`src/rtl/time_entry.sv`:
```
// time_entry: keypad time-entry stage feeding the minute / seconds-tens /
// seconds-ones counter chain. Digits shift in from the right. On start the
// buffer is normalized (seconds >= 60 carried into minutes, clamped at 9:59)
// and presented on the counters' data inputs while loadn pulses low for
// exactly one clock.
// Optional feature macro: TIME_ENTRY_NORM_EN (defined = NORM state and
// seconds normalization present; undefined = raw digits loaded directly).
module time_entry (
    input  logic       clock,
    input  logic       clear,
    input  logic       key_valid,
    input  logic [3:0] key_digit,
    input  logic       entry_clr,
    input  logic       start,
    input  logic       timer_busy,
    output logic [3:0] min_digit,
    output logic [3:0] sec_tens,
    output logic [3:0] sec_ones,
    output logic       loadn,
    output logic       ready,
    output logic       entry_zero
);

    typedef enum logic [1:0] {
        S_IDLE = 2'd0,
`ifdef TIME_ENTRY_NORM_EN
        S_NORM = 2'd1,
`endif
        S_LOAD = 2'd2
    } state_t;

    state_t     state_q, state_d;
    logic [3:0] min_q,   min_d;
    logic [3:0] tens_q,  tens_d;
    logic [3:0] ones_q,  ones_d;
    logic       loadn_q, loadn_d;
    logic       ready_q, ready_d;

    // Buffer empty means 0:00; blocks a start that would load nothing.
    assign entry_zero = (min_q == 4'd0) && (tens_q == 4'd0) && (ones_q == 4'd0);

    // Next-state, buffer and output decode for the entry FSM.
    always_comb begin
        // NOTE: every signal gets a default first so no path leaves it unassigned (no latches).
        state_d = state_q;
        min_d   = min_q;
        tens_d  = tens_q;
        ones_d  = ones_q;

        case (state_q)
            S_IDLE: begin
                if (entry_clr) begin
                    min_d  = 4'd0;
                    tens_d = 4'd0;
                    ones_d = 4'd0;
                end else if (start) begin
                    // A start that is refused leaves the buffer untouched and
                    // still swallows any key on the same edge.
                    if (!timer_busy && !entry_zero) begin
`ifdef TIME_ENTRY_NORM_EN
                        state_d = S_NORM;
`else
                        state_d = S_LOAD;
`endif
                    end
                end else if (key_valid && (key_digit <= 4'd9)) begin
                    min_d  = tens_q;
                    tens_d = ones_q;
                    ones_d = key_digit;
                end
            end
`ifdef TIME_ENTRY_NORM_EN
            S_NORM: begin
                if (entry_clr) begin
                    state_d = S_IDLE;
                    min_d   = 4'd0;
                    tens_d  = 4'd0;
                    ones_d  = 4'd0;
                end else begin
                    state_d = S_LOAD;
                    // Seconds tens is at most 9, so one carry always suffices.
                    if (tens_q >= 4'd6) begin
                        if (min_q < 4'd9) begin
                            tens_d = tens_q - 4'd6;
                            min_d  = min_q + 4'd1;
                        end else begin
                            min_d  = 4'd9;
                            tens_d = 4'd5;
                            ones_d = 4'd9;
                        end
                    end
                end
            end
`endif
            S_LOAD: begin
                // Counters sample on this edge; buffer empties behind them.
                // An entry_clr here has the same effect.
                state_d = S_IDLE;
                min_d   = 4'd0;
                tens_d  = 4'd0;
                ones_d  = 4'd0;
            end
            default: begin
                state_d = S_IDLE;
                min_d   = 4'd0;
                tens_d  = 4'd0;
                ones_d  = 4'd0;
            end
        endcase

        // Outputs are decoded from the next state and registered, so loadn
        // and ready come straight off flops and cannot glitch.
        loadn_d = (state_d != S_LOAD);
        ready_d = (state_d == S_IDLE);
    end

    // State, buffer and registered outputs; clear forces IDLE at once.
    always_ff @(posedge clock or posedge clear) begin
        if (clear) begin
            state_q <= S_IDLE;
            min_q   <= 4'd0;
            tens_q  <= 4'd0;
            ones_q  <= 4'd0;
            loadn_q <= 1'b1;
            ready_q <= 1'b1;
        end else begin
            // NOTE: non-blocking assignments so every flop samples pre-edge values.
            state_q <= state_d;
            min_q   <= min_d;
            tens_q  <= tens_d;
            ones_q  <= ones_d;
            loadn_q <= loadn_d;
            ready_q <= ready_d;
        end
    end

    assign min_digit = min_q;
    assign sec_tens  = tens_q;
    assign sec_ones  = ones_q;
    assign loadn     = loadn_q;
    assign ready     = ready_q;

endmodule
```
`config.mk`:
```
export PLATFORM = sky130hd
export DESIGN_NAME = time_entry
export DESIGN_NICKNAME = d
export VERILOG_FILES = /design/src/rtl/time_entry.sv
export SDC_FILE = /design/constraint.sdc
export NUM_CORES = 1
export LEC_CHECK = 0
export CAP_MARGIN = 30
export CORE_MARGIN = 4
export CORE_UTILIZATION = 46
export DETAILED_ROUTE_END_ITERATION = 12
export PLACE_DENSITY = 0.81
export SYNTH_ARGS = -nofsm -noshare
export SYNTH_HDL_FRONTEND = slang
export SYNTH_SLANG_ARGS = --single-unit
```
`constraint.sdc`:
```
create_clock -name clock -period 1.65 [get_ports clock]
set_input_delay 0.33 -clock clock [delete_from_list [all_inputs] [get_ports clock]]
set_output_delay 0.33 -clock clock [all_outputs]
set_load 0.1 [all_outputs]
```
==> results.sh, run 1 <==
export IMPL_setup_worst_path_end="entry_zero"
export IMPL_htreeDepth=1
export IMPL_vias=770
export IMPL_cts_tree="built"
export IMPL_wl_per_cell_um=24.10
export IMPL_yosysSeqAreaShare_pct=54.39
export IMPL_track_usage_pct=26.47
export IMPL_drt_initial_drc_count=36
export IMPL_critPathBufInv=2
export IMPL_regArea_um2=427.9
export IMPL_reg2regPathDepth=6
export IMPL_power_w=0.0008316
export IMPL_rr_endpoint="state_q[1]$_DFF_PP0_"
export IMPL_power_internal_w=0.0006006
export IMPL_p_leak_nw=0.6004
export IMPL_syn_num_nets=76
export IMPL_cp_num_cells=4
export IMPL_synthArstFlopShare_pct=100.0
export IMPL_drtAntennaViolNets=0
export IMPL_worstPathRequired_ns=1.32
export IMPL_core_area_um2=1506
export IMPL_vias_per_cell=6.063
export IMPL_synthSimpleGateAreaFrac_pct=22.30
export IMPL_powerDensity_nw_per_um2=594.5
export IMPL_multi_input_area_um2=357.8
export IMPL_post_route_period_util_pct=111.8
export IMPL_stdcell_count=127
export IMPL_grt_pass1_vias=717
export IMPL_start_util_pct=49.17
export IMPL_antenna_found_initial=0
export IMPL_placed_cells=116
export IMPL_synth_top_area_share_pct=47.30
export IMPL_endpoint_kind="output port"
export IMPL_fp_row_count=14
export IMPL_critPathSlowestCell="dfrtp_2"
export IMPL_muxShareOfSynthArea_pct=12.16
export IMPL_drt_pass1_iterations=4
export IMPL_wl_um=3061
export IMPL_cp_max_fo=2
export IMPL_synth_top_family_by_area="simple AND/OR/NAND/NOR gates"
export IMPL_io_pins=25
export IMPL_switching_share_pct=27.78
export IMPL_r2r_start="sec_ones[0]$_DFFE_PP0P_"
export IMPL_cts_root_buf="clkbuf_4"
export IMPL_drcViolationCount=0
export IMPL_fp_dieH_um=48.13
export IMPL_synthToLayoutAreaGrowth_pct=88.85
export IMPL_grt_max_degree=17
export IMPL_p_sw_w=0.0002310
export IMPL_slew_viol_final=0
export IMPL_status="complete, but fails checks"
export IMPL_ctsHoldBuffers=0
export IMPL_clk_pin_slew_worst_paths_ns=0.10
export IMPL_cp_arrival_ns=1.51
export IMPL_synth_area_leader_cell="dfrtp_1"
export IMPL_skew_ns=0.002161
export IMPL_setup_viol_count_final=2
export IMPL_rsz0062_at_grt="true"
export IMPL_syn_inst=66
export IMPL_drive_gt1_share_pct=55.86
export IMPL_fin_ws_ns=-0.1941
export IMPL_syn_avg_cell_area_um2=11.22
export IMPL_synth_compound_area_share_pct=6.588
export IMPL_combPwrFrac_pct=18.2
export IMPL_cts_buffers=3
export IMPL_cp_cell_sequence="nor4_4 -> nand3_2 -> clkinvlp_4 -> buf_12"
export IMPL_layout_cell_area_non_filler_um2=1399
export IMPL_power_frac_seq_pct=48.1
export IMPL_ys_warn_count=0
export IMPL_place_hpwl_um=1573
export IMPL_portBuffers=24
export IMPL_crit_family="simple AND/OR/NAND/NOR gates"
export IMPL_clock_latency_ns=0.31
export IMPL_crit_start="sec_ones[0]$_DFFE_PP0P_"
export IMPL_critPathLaunchType="flop"
export IMPL_fin_nets=122
export IMPL_postPlaceCellArea_um2=1260
export IMPL_synthXorXnorAreaFrac_pct=0
export IMPL_hold_class="input port to asynchronous set/reset pin"
export IMPL_yosysUniqueCellTypes=23
export IMPL_clockBufferDepth=2
export IMPL_synth_main_ff_cell="dfrtp_1"
export IMPL_syn_cell_area_um2=740.7
export IMPL_ir_drop_v=0.0005807
export IMPL_holdWs_ns=0.3523
export IMPL_cts_sink_count=16
export IMPL_die_x_um=48.13
export IMPL_ys_ff_latch=16
export IMPL_synthAdderAreaFrac_pct=0
export IMPL_synth_edf_count=0
export IMPL_layout_min_cycle_time_ns=1.844
export IMPL_p_clk_share_pct=33.6
export IMPL_slowest_delay_ns=0.44
export IMPL_violations="negative setup slack"
export IMPL_r2r_slack_ns=0
export IMPL_worstSetupPathType="flop to output port"
export IMPL_ys_top_cells_by_area="dfrtp_1 (47%), mux2i_1 (12%), dfstp_2 (7.1%), nand2_1 (6.6%), buf_6 (3.0%)"
export IMPL_nFillCells=55
export IMPL_max_cap_viol_count=0
export IMPL_gp_congestion=0.7460
export IMPL_grt_pass1_wl_um=3870
export IMPL_fmax_mhz=542.3
export IMPL_synth_commonest_cells="dfrtp_1 (14), nand2_1 (13), mux2i_1 (9)"
export IMPL_diodes=0
export IMPL_yosysMostFrequentCell="dfrtp_1"
export IMPL_die_area_um2=2316
export IMPL_overflow=0
export IMPL_hold_viol_final=0
-- registers in the layout, summed over array words and instances, names as in the netlist --
register,flops
ready,1
loadn,1
sec_ones,4
sec_tens,4
state_q,2
min_digit,4
-- worst min-delay path by stage --
stage | startpoint | end | slack (ns) | depth (start not counted)
after floorplan | clear | state_q[0]$_DFF_PP0_ | 0.24 | 1
after global placement | min_digit[0]$_DFFE_PP0P_ | min_digit[0]$_DFFE_PP0P_ | 0.59 | 2
after detailed placement | sec_ones[3]$_DFFE_PP0P_ | sec_tens[3]$_DFFE_PP0P_ | 0.60 | 2
after CTS | clear | state_q[1]$_DFF_PP0_ | 0.35 | 3
after global routing | clear | min_digit[2]$_DFFE_PP0P_ | 0.37 | 3
final | clear | sec_ones[2]$_DFFE_PP0P_ | 0.35 | 3
-- what timing repair did --
| item | in CTS | in global routing |
|---|---|---|
| setup endpoints to repair | 1 | 2 |
| gates resized for setup | 7 | 0 |
| buffers inserted | 2 | 5 |
| pin swaps | 4 | 2 |
-- placed cells by master, fill, tap and decap left out --
master	count
a21oi_1	2
a21oi_2	1
and2_1	2
and4b_1	1
buf_12	16
buf_4	18
clkbuf_4	3
clkbuf_8	1
clkdlybuf4s50_1	9
clkinvlp_4	1
conb_1	1
dfrtp_1	2
dfrtp_2	8
dfrtp_4	4
dfstp_2	2
inv_1	1
mux2i_1	9
nand2_1	13
nand2b_2	1
nand3_2	1
nand4b_1	2
nor3_1	1
nor3_4	1
nor3b_1	1
nor4_4	3
o21ai_0	2
o21ai_1	2
o21ba_2	1
or2_4	1
or3_1	1
-- per-stage QoR --
stage	util (%)	TNS, ns	setup slack (ns)
global route	92.86	-0.2725	-0.2408
floorplan	-	-0.1591	-0.1591
finish	92.86	-0.1953	-0.1941
global placement	83.64	0	0.04335
detailed placement	83.64	-0.1157	-0.04608
CTS	90.37	-0.1719	-0.1719
-- power groups by stage --
stage / clock network, W / logic [W] / registers [W]
final: 0.000280 / 0.000152 / 0.000400
after global placement: 0 / 0.000130 / 0.000407
after global routing: 0.000295 / 0.000157 / 0.000401
after CTS: 0.000271 / 0.000140 / 0.000400
after floorplan: 0 / 0.0000552 / 0.000421
after detailed placement: 0 / 0.000133 / 0.000407
-- tightest hold or removal path, stage by stage --
cell	delay (ns)
clkdlybuf4s50_1	0.41
inv_1	0.07
buf_4	0.23
-- layer usage --
metal / GRT usage (%) / up-vias / wire [um]
met4: 18.82 / 0 / 118
met5: 0 / - / 0
li1: - / 317 / -
met1: 29.93 / 392 / 1153
met2: 44.59 / 50 / 1619
met3: 4.797 / 11 / 169
-- final cells by class --
| type | count | area share [%] |
|---|---|---|
| inverters | 2 | 0.8050 |
| repair buffers | 43 | 39.00 |
| well taps | 16 | 1.431 |
| multi-input cells | 46 | 25.58 |
| clock buffers | 4 | 2.594 |
| flip-flops and latches | 16 | 30.59 |
-- cell families after synthesis --
logic type / Yosys count
other: 1
AO/OA/AOI/OAI: 8
flip-flops: 16
buffers and inverters: 4
AND/OR/NAND/NOR: 28
multiplexers: 9
Note: power is estimated with default switching activity, not from simulation.
==> run 2: changes to the inputs <==
- clock period: 1.65 -> 2.35 ns (I/O delays scaled with it)
==> run 2 against run 1 <==
The flow now finishes without violations. Critical path depth is the same. Wire length shrank 50%. Global-route usage shrank 9.9 points. Sequential share of layout area grew 10 points. Utilization shrank 27 points. Critical endpoint unchanged. Combinational power shrank 49%.
==> results.sh, run 2 (same netlist as run 1, synthesis figures left out) <==
export IMPL_status="completed"
export IMPL_hold_viol_final=0
export IMPL_critPathBufInv=2
export IMPL_holdWs_ns=0.5362
export IMPL_drt_pass1_iterations=2
export IMPL_cts_tree="built"
export IMPL_top_layer_used="met4"
export IMPL_synthToLayoutAreaGrowth_pct=33.78
export IMPL_rsz0062_at_grt="false"
export IMPL_grt_pass1_wl_um=2490
export IMPL_cp_cell_sequence="nor4_1 -> nand3_1 -> clkinvlp_4 -> buf_12"
export IMPL_switching_share_pct=26.14
export IMPL_track_usage_pct=16.53
export IMPL_critPathLaunchType="flop"
export IMPL_start_util_pct=49.17
export IMPL_drive_gt1_share_pct=29.03
export IMPL_antenna_found_initial=0
export IMPL_crit_family="simple AND/OR/NAND/NOR gates"
export IMPL_slowest_delay_ns=0.40
export IMPL_post_route_period_util_pct=84.91
export IMPL_ctsHoldBuffers=0
export IMPL_relSlewSlack_pct=60.51
export IMPL_die_area_um2=2316
export IMPL_clock_latency_ns=0.29
export IMPL_p_clk_share_pct=29.7
export IMPL_r2r_start="min_digit[3]$_DFFE_PP0P_"
export IMPL_rr_endpoint="state_q[1]$_DFF_PP0_"
export IMPL_combPwrFrac_pct=15.1
export IMPL_worstPathRequired_ns=1.88
export IMPL_core_area_um2=1506
export IMPL_cp_max_fo=4
export IMPL_endpoint_kind="output port"
export IMPL_layout_min_cycle_time_ns=1.995
export IMPL_critPathSlowestCell="dfrtp_1"
export IMPL_cts_root_buf="clkbuf_4"
export IMPL_dr_wl_met3_um=72
export IMPL_crit_start="min_digit[3]$_DFFE_PP0P_"
export IMPL_worstSetupPathType="flop to output port"
export IMPL_cts_setup_buffers=0
export IMPL_drtAntennaViolNets=0
export IMPL_grt_max_degree=17
export IMPL_die_x_um=48.13
export IMPL_r2r_slack_ns=1.05
export IMPL_hold_class="input port to asynchronous set/reset pin"
export IMPL_power_frac_seq_pct=55.1
export IMPL_p_sw_w=0.0001328
export IMPL_max_cap_viol_count=0
export IMPL_slew_viol_final=0
export IMPL_cts_sink_count=16
export IMPL_vias_per_cell=5.339
export IMPL_place_hpwl_um=1198
export IMPL_drt_initial_drc_count=3
export IMPL_clk_pin_slew_worst_paths_ns=0.09
export IMPL_vias=582
export IMPL_tns_ns=0
export IMPL_fmax_mhz=501.2
export IMPL_cts_resized=0
export IMPL_overflow=0
export IMPL_grt_pass1_vias=557
export IMPL_fin_nets=104
export IMPL_final_cell_mix="buf_4 (15), dfrtp_1 (14), nand2_1 (13)"
export IMPL_setup_viol_count_final=0
export IMPL_htreeDepth=1
export IMPL_io_pins=25
export IMPL_worstMarginPinSlew_ns=0.5917
export IMPL_drcViolationCount=0
export IMPL_portBuffers=24
export IMPL_p_leak_nw=0.4426
export IMPL_ir_drop_v=0.0003341
export IMPL_cp_arrival_ns=1.53
export IMPL_wirelength_met1_um=642
export IMPL_clockBufferDepth=2
export IMPL_powerDensity_nw_per_um2=512.8
export IMPL_power_internal_w=0.0003753
export IMPL_setup_worst_path_end="entry_zero"
export IMPL_reg2regPathDepth=3
export IMPL_gp_congestion=0.7684
export IMPL_layout_commonest_cell="buf_4"
export IMPL_cp_num_cells=4
export IMPL_wl_per_cell_um=14.06
export IMPL_skew_ns=0.002382
export IMPL_wl_met2_um=769
export IMPL_diodes=0
export IMPL_fp_dieH_um=48.13
export IMPL_cts_buffers=3
export IMPL_fp_row_count=14
export IMPL_wl_um=1533
==> run 2: cell types whose count changed in the layout (fill, tap and decap cells not counted), sizes merged <==
cell,previous run,this run
buf,34,16
==> run 2: power by group through the flow <==
stage / Sequential [W] / Clock, W / Combinational (W)
2_1_floorplan: 0.000295 / 0 / 0.0000388
3_3_place_gp: 0.000285 / 0 / 0.0000769
3_5_place_dp: 0.000285 / 0 / 0.0000775
4_1_cts: 0.000280 / 0.000156 / 0.0000779
5_1_grt: 0.000281 / 0.000172 / 0.0000825
6_report: 0.000280 / 0.000151 / 0.0000769
==> run 2: worst min path at each step <==
stage                                     to  slack (ns)  depth (start not counted)
global placement    min_digit[1]$_DFFE_PP0P_        0.54                          2
floorplan           min_digit[0]$_DFFE_PP0P_        0.38                          1
detailed placement  min_digit[3]$_DFFE_PP0P_        0.55                          2
global route        min_digit[2]$_DFFE_PP0P_        0.58                          2
finish              min_digit[2]$_DFFE_PP0P_        0.54                          2
CTS                 min_digit[2]$_DFFE_PP0P_        0.55                          2
==> run 2: layout make-up <==
class / instances / area [um2]
timing repair buffer: 25 / 222.7
clock buffer: 4 / 26.28
fill: 120 / 515.5
sequential: 16 / 402.9
inverter: 2 / 11.26
tap: 16 / 20.02
multi-input combinational: 46 / 307.8
==> run 2: metrics by stage <==
step	setup slack, ns	instances	area (um2)	util [%]	total power (W)
2_1_floorplan	0.1575	66	744.5	-	0.0003341
3_3_place_gp	0.5447	105	964.7	64.04	0.0003623
3_5_place_dp	0.5167	105	964.7	64.04	0.0003630
4_1_cts	0.3100	109	991.0	65.78	0.0005139
5_1_grt	0.1510	109	991.0	65.78	0.0005347
6_report	0.3546	109	991.0	65.78	0.0005082
==> run 2: layer usage <==
layer / track usage (%) / vias to the layer above
met5: 0 / -
met4: 11.29 / 0
met2: 26.91 / 16
li1: - / 284
met1: 18.79 / 277
met3: 4.428 / 5
==> run 3: changes to the inputs <==
- CORE_UTILIZATION: 46 -> 39
- PLACE_DENSITY: 0.81 -> 0.73
- clock period: 2.35 -> 1.82 ns (I/O delays scaled with it)
==> run 3 against run 2 <==
The run now ends with negative setup slack left. Highest routed layer unchanged. Largest power group unchanged. Critical path depth unchanged. Via count grew 5.8%. Critical endpoint unchanged. Sequential power up 30%. Worst hold slack lost 0.090 ns. Power up 38%. Sequential cell count unchanged. Non-clock buffer count increased by 6. Setup slack lost 0.42 ns. Wire length up 16%. Sequential share of layout area down 8.2 points.
==> results.sh, run 3 (same netlist as run 1, synthesis figures left out) <==
export IMPL_fin_nets=110
export IMPL_critPathLaunchType="flop"
export IMPL_synthToLayoutAreaGrowth_pct=78.21
export IMPL_holdWs_ns=0.4467
export IMPL_drt_initial_drc_count=8
export IMPL_worstPathRequired_ns=1.46
export IMPL_stdcell_count=124
export IMPL_htreeDepth=1
export IMPL_layout_cell_area_non_filler_um2=1320
export IMPL_final_cell_mix="buf_12 (16), nand2_1 (13), mux2i_1 (9), clkdlybuf4s50_1 (9), dfrtp_2 (8)"
export IMPL_drive_gt1_share_pct=50.51
export IMPL_vias_per_cell=4.968
export IMPL_r2r_start="min_digit[1]$_DFFE_PP0P_"
export IMPL_cts_root_buf="clkbuf_4"
export IMPL_setup_viol_count_final=1
export IMPL_diodes=0
export IMPL_switching_share_pct=24.17
export IMPL_fp_dieH_um=51.58
export IMPL_die_x_um=51.58
export IMPL_grt_max_degree=17
export IMPL_wl_um=1771
export IMPL_vias=616
export IMPL_core_area_um2=1764
export IMPL_layout_commonest_cell="buf_12"
export IMPL_slew_viol_final=0
export IMPL_layout_min_cycle_time_ns=1.884
export IMPL_wl_per_cell_um=14.28
export IMPL_power_frac_seq_pct=51.7
export IMPL_die_area_um2=2661
export IMPL_track_usage_pct=14.56
export IMPL_grt_pass1_vias=684
export IMPL_fin_ws_ns=-0.06448
export IMPL_clk_pin_slew_worst_paths_ns=0.09
export IMPL_drtAntennaViolNets=0
export IMPL_combPwrFrac_pct=16.2
export IMPL_rsz0062_at_grt="true"
export IMPL_ir_drop_v=0.0003632
export IMPL_cts_buffers=3
export IMPL_hold_viol_final=0
export IMPL_clock_latency_ns=0.27
export IMPL_powerDensity_nw_per_um2=532.6
export IMPL_fp_row_count=15
export IMPL_place_hpwl_um=1322
export IMPL_power_internal_w=0.0005332
export IMPL_relSlewSlack_pct=61.06
export IMPL_violations="negative setup slack"
export IMPL_worstSetupPathType="flop to output port"
export IMPL_p_clk_share_pct=32.1
export IMPL_postPlaceCellArea_um2=1196
export IMPL_endpoint_kind="output port"
export IMPL_p_leak_nw=0.5364
export IMPL_r2r_slack_ns=0.39
export IMPL_final_util_pct=74.82
export IMPL_cp_max_fo=2
export IMPL_skew_ns=0.002565
export IMPL_placed_cells=115
export IMPL_gp_congestion=0.7817
export IMPL_grt_pass1_wl_um=2904
export IMPL_io_pins=25
export IMPL_crit_start="min_digit[1]$_DFFE_PP0P_"
export IMPL_cts_sink_count=16
export IMPL_drt_pass1_iterations=4
export IMPL_power_w=0.0007031
export IMPL_cp_arrival_ns=1.52
export IMPL_fmax_mhz=530.7
export IMPL_overflow=0
export IMPL_cts_tree="built"
export IMPL_p_sw_w=0.0001699
export IMPL_start_util_pct=41.99
export IMPL_post_route_period_util_pct=103.5
export IMPL_antenna_found_initial=0
export IMPL_drcViolationCount=0
export IMPL_clockBufferDepth=2
export IMPL_ctsHoldBuffers=0
export IMPL_portBuffers=24
export IMPL_hold_class="input port to asynchronous set/reset pin"
export IMPL_status="complete, but fails checks"
export IMPL_worstMarginPinSlew_ns=0.5834
export IMPL_max_cap_viol_count=0
[run 3: power groups by stage]
stage	Clock, W	Sequential [W]	Combinational (W)
after CTS	0.000232	0.000364	0.000115
after global routing	0.000253	0.000365	0.000121
after detailed placement	0	0.000370	0.000110
final	0.000225	0.000364	0.000114
after global placement	0	0.000370	0.000108
after floorplan	0	0.000382	0.0000500
[run 3: timing repair]
item,in CTS,in global routing
setup endpoints to repair,1,1
setup buffers,5,0
pin swaps,2,0
gates resized for setup,7,0
[run 3: critical path, cell delays in order (launching register included)]
cell and delay [ns]:
dfrtp_4 0.49, nor4_4 0.32, nand3_2 0.15, clkinvlp_4 0.11, buf_12 0.16
[run 3: path summary, 6_finish.rpt]
check / end / depth (start not counted)
min: state_q[1]$_DFF_PP0_ / 2
max in group asynchronous: min_digit[3]$_DFFE_PP0P_ / 2
min in group clock: min_digit[0]$_DFFE_PP0P_ / 2
max: entry_zero / 4
min reg2reg: min_digit[0]$_DFFE_PP0P_ / 2
max reg2reg: state_q[1]$_DFF_PP0_ / 4
[run 3: stage by stage]
stage          setup WS, ns  TNS [ns]
2_1_floorplan      -0.02307  -0.02307
3_3_place_gp         0.1154         0
3_5_place_dp        0.05315         0
4_1_cts            -0.03648  -0.03648
5_1_grt             -0.1354   -0.1354
6_report           -0.06448  -0.06448
[run 3: layout make-up]
class / count / area (um2)
timing repair buffer: 31 / 455.4
fill: 124 / 444.2
sequential: 16 / 427.9
multi-input combinational: 46 / 357.8
clock buffer: 4 / 36.28
tap: 25 / 31.28
inverter: 2 / 11.26
[run 3: metal layers]
| layer | share of wire, % | wire length, um | global-route usage [%] | up-vias |
|---|---|---|---|---|
| li1 | - | - | - | 297 |
| met1 | 39 | 696 | 15.64 | 298 |
| met2 | 54 | 961 | 28.18 | 19 |
| met3 | 5.2 | 92 | 2.865 | 2 |
| met4 | 1.2 | 21 | 4.367 | 0 |
| met5 | 0 | 0 | 0 | - |
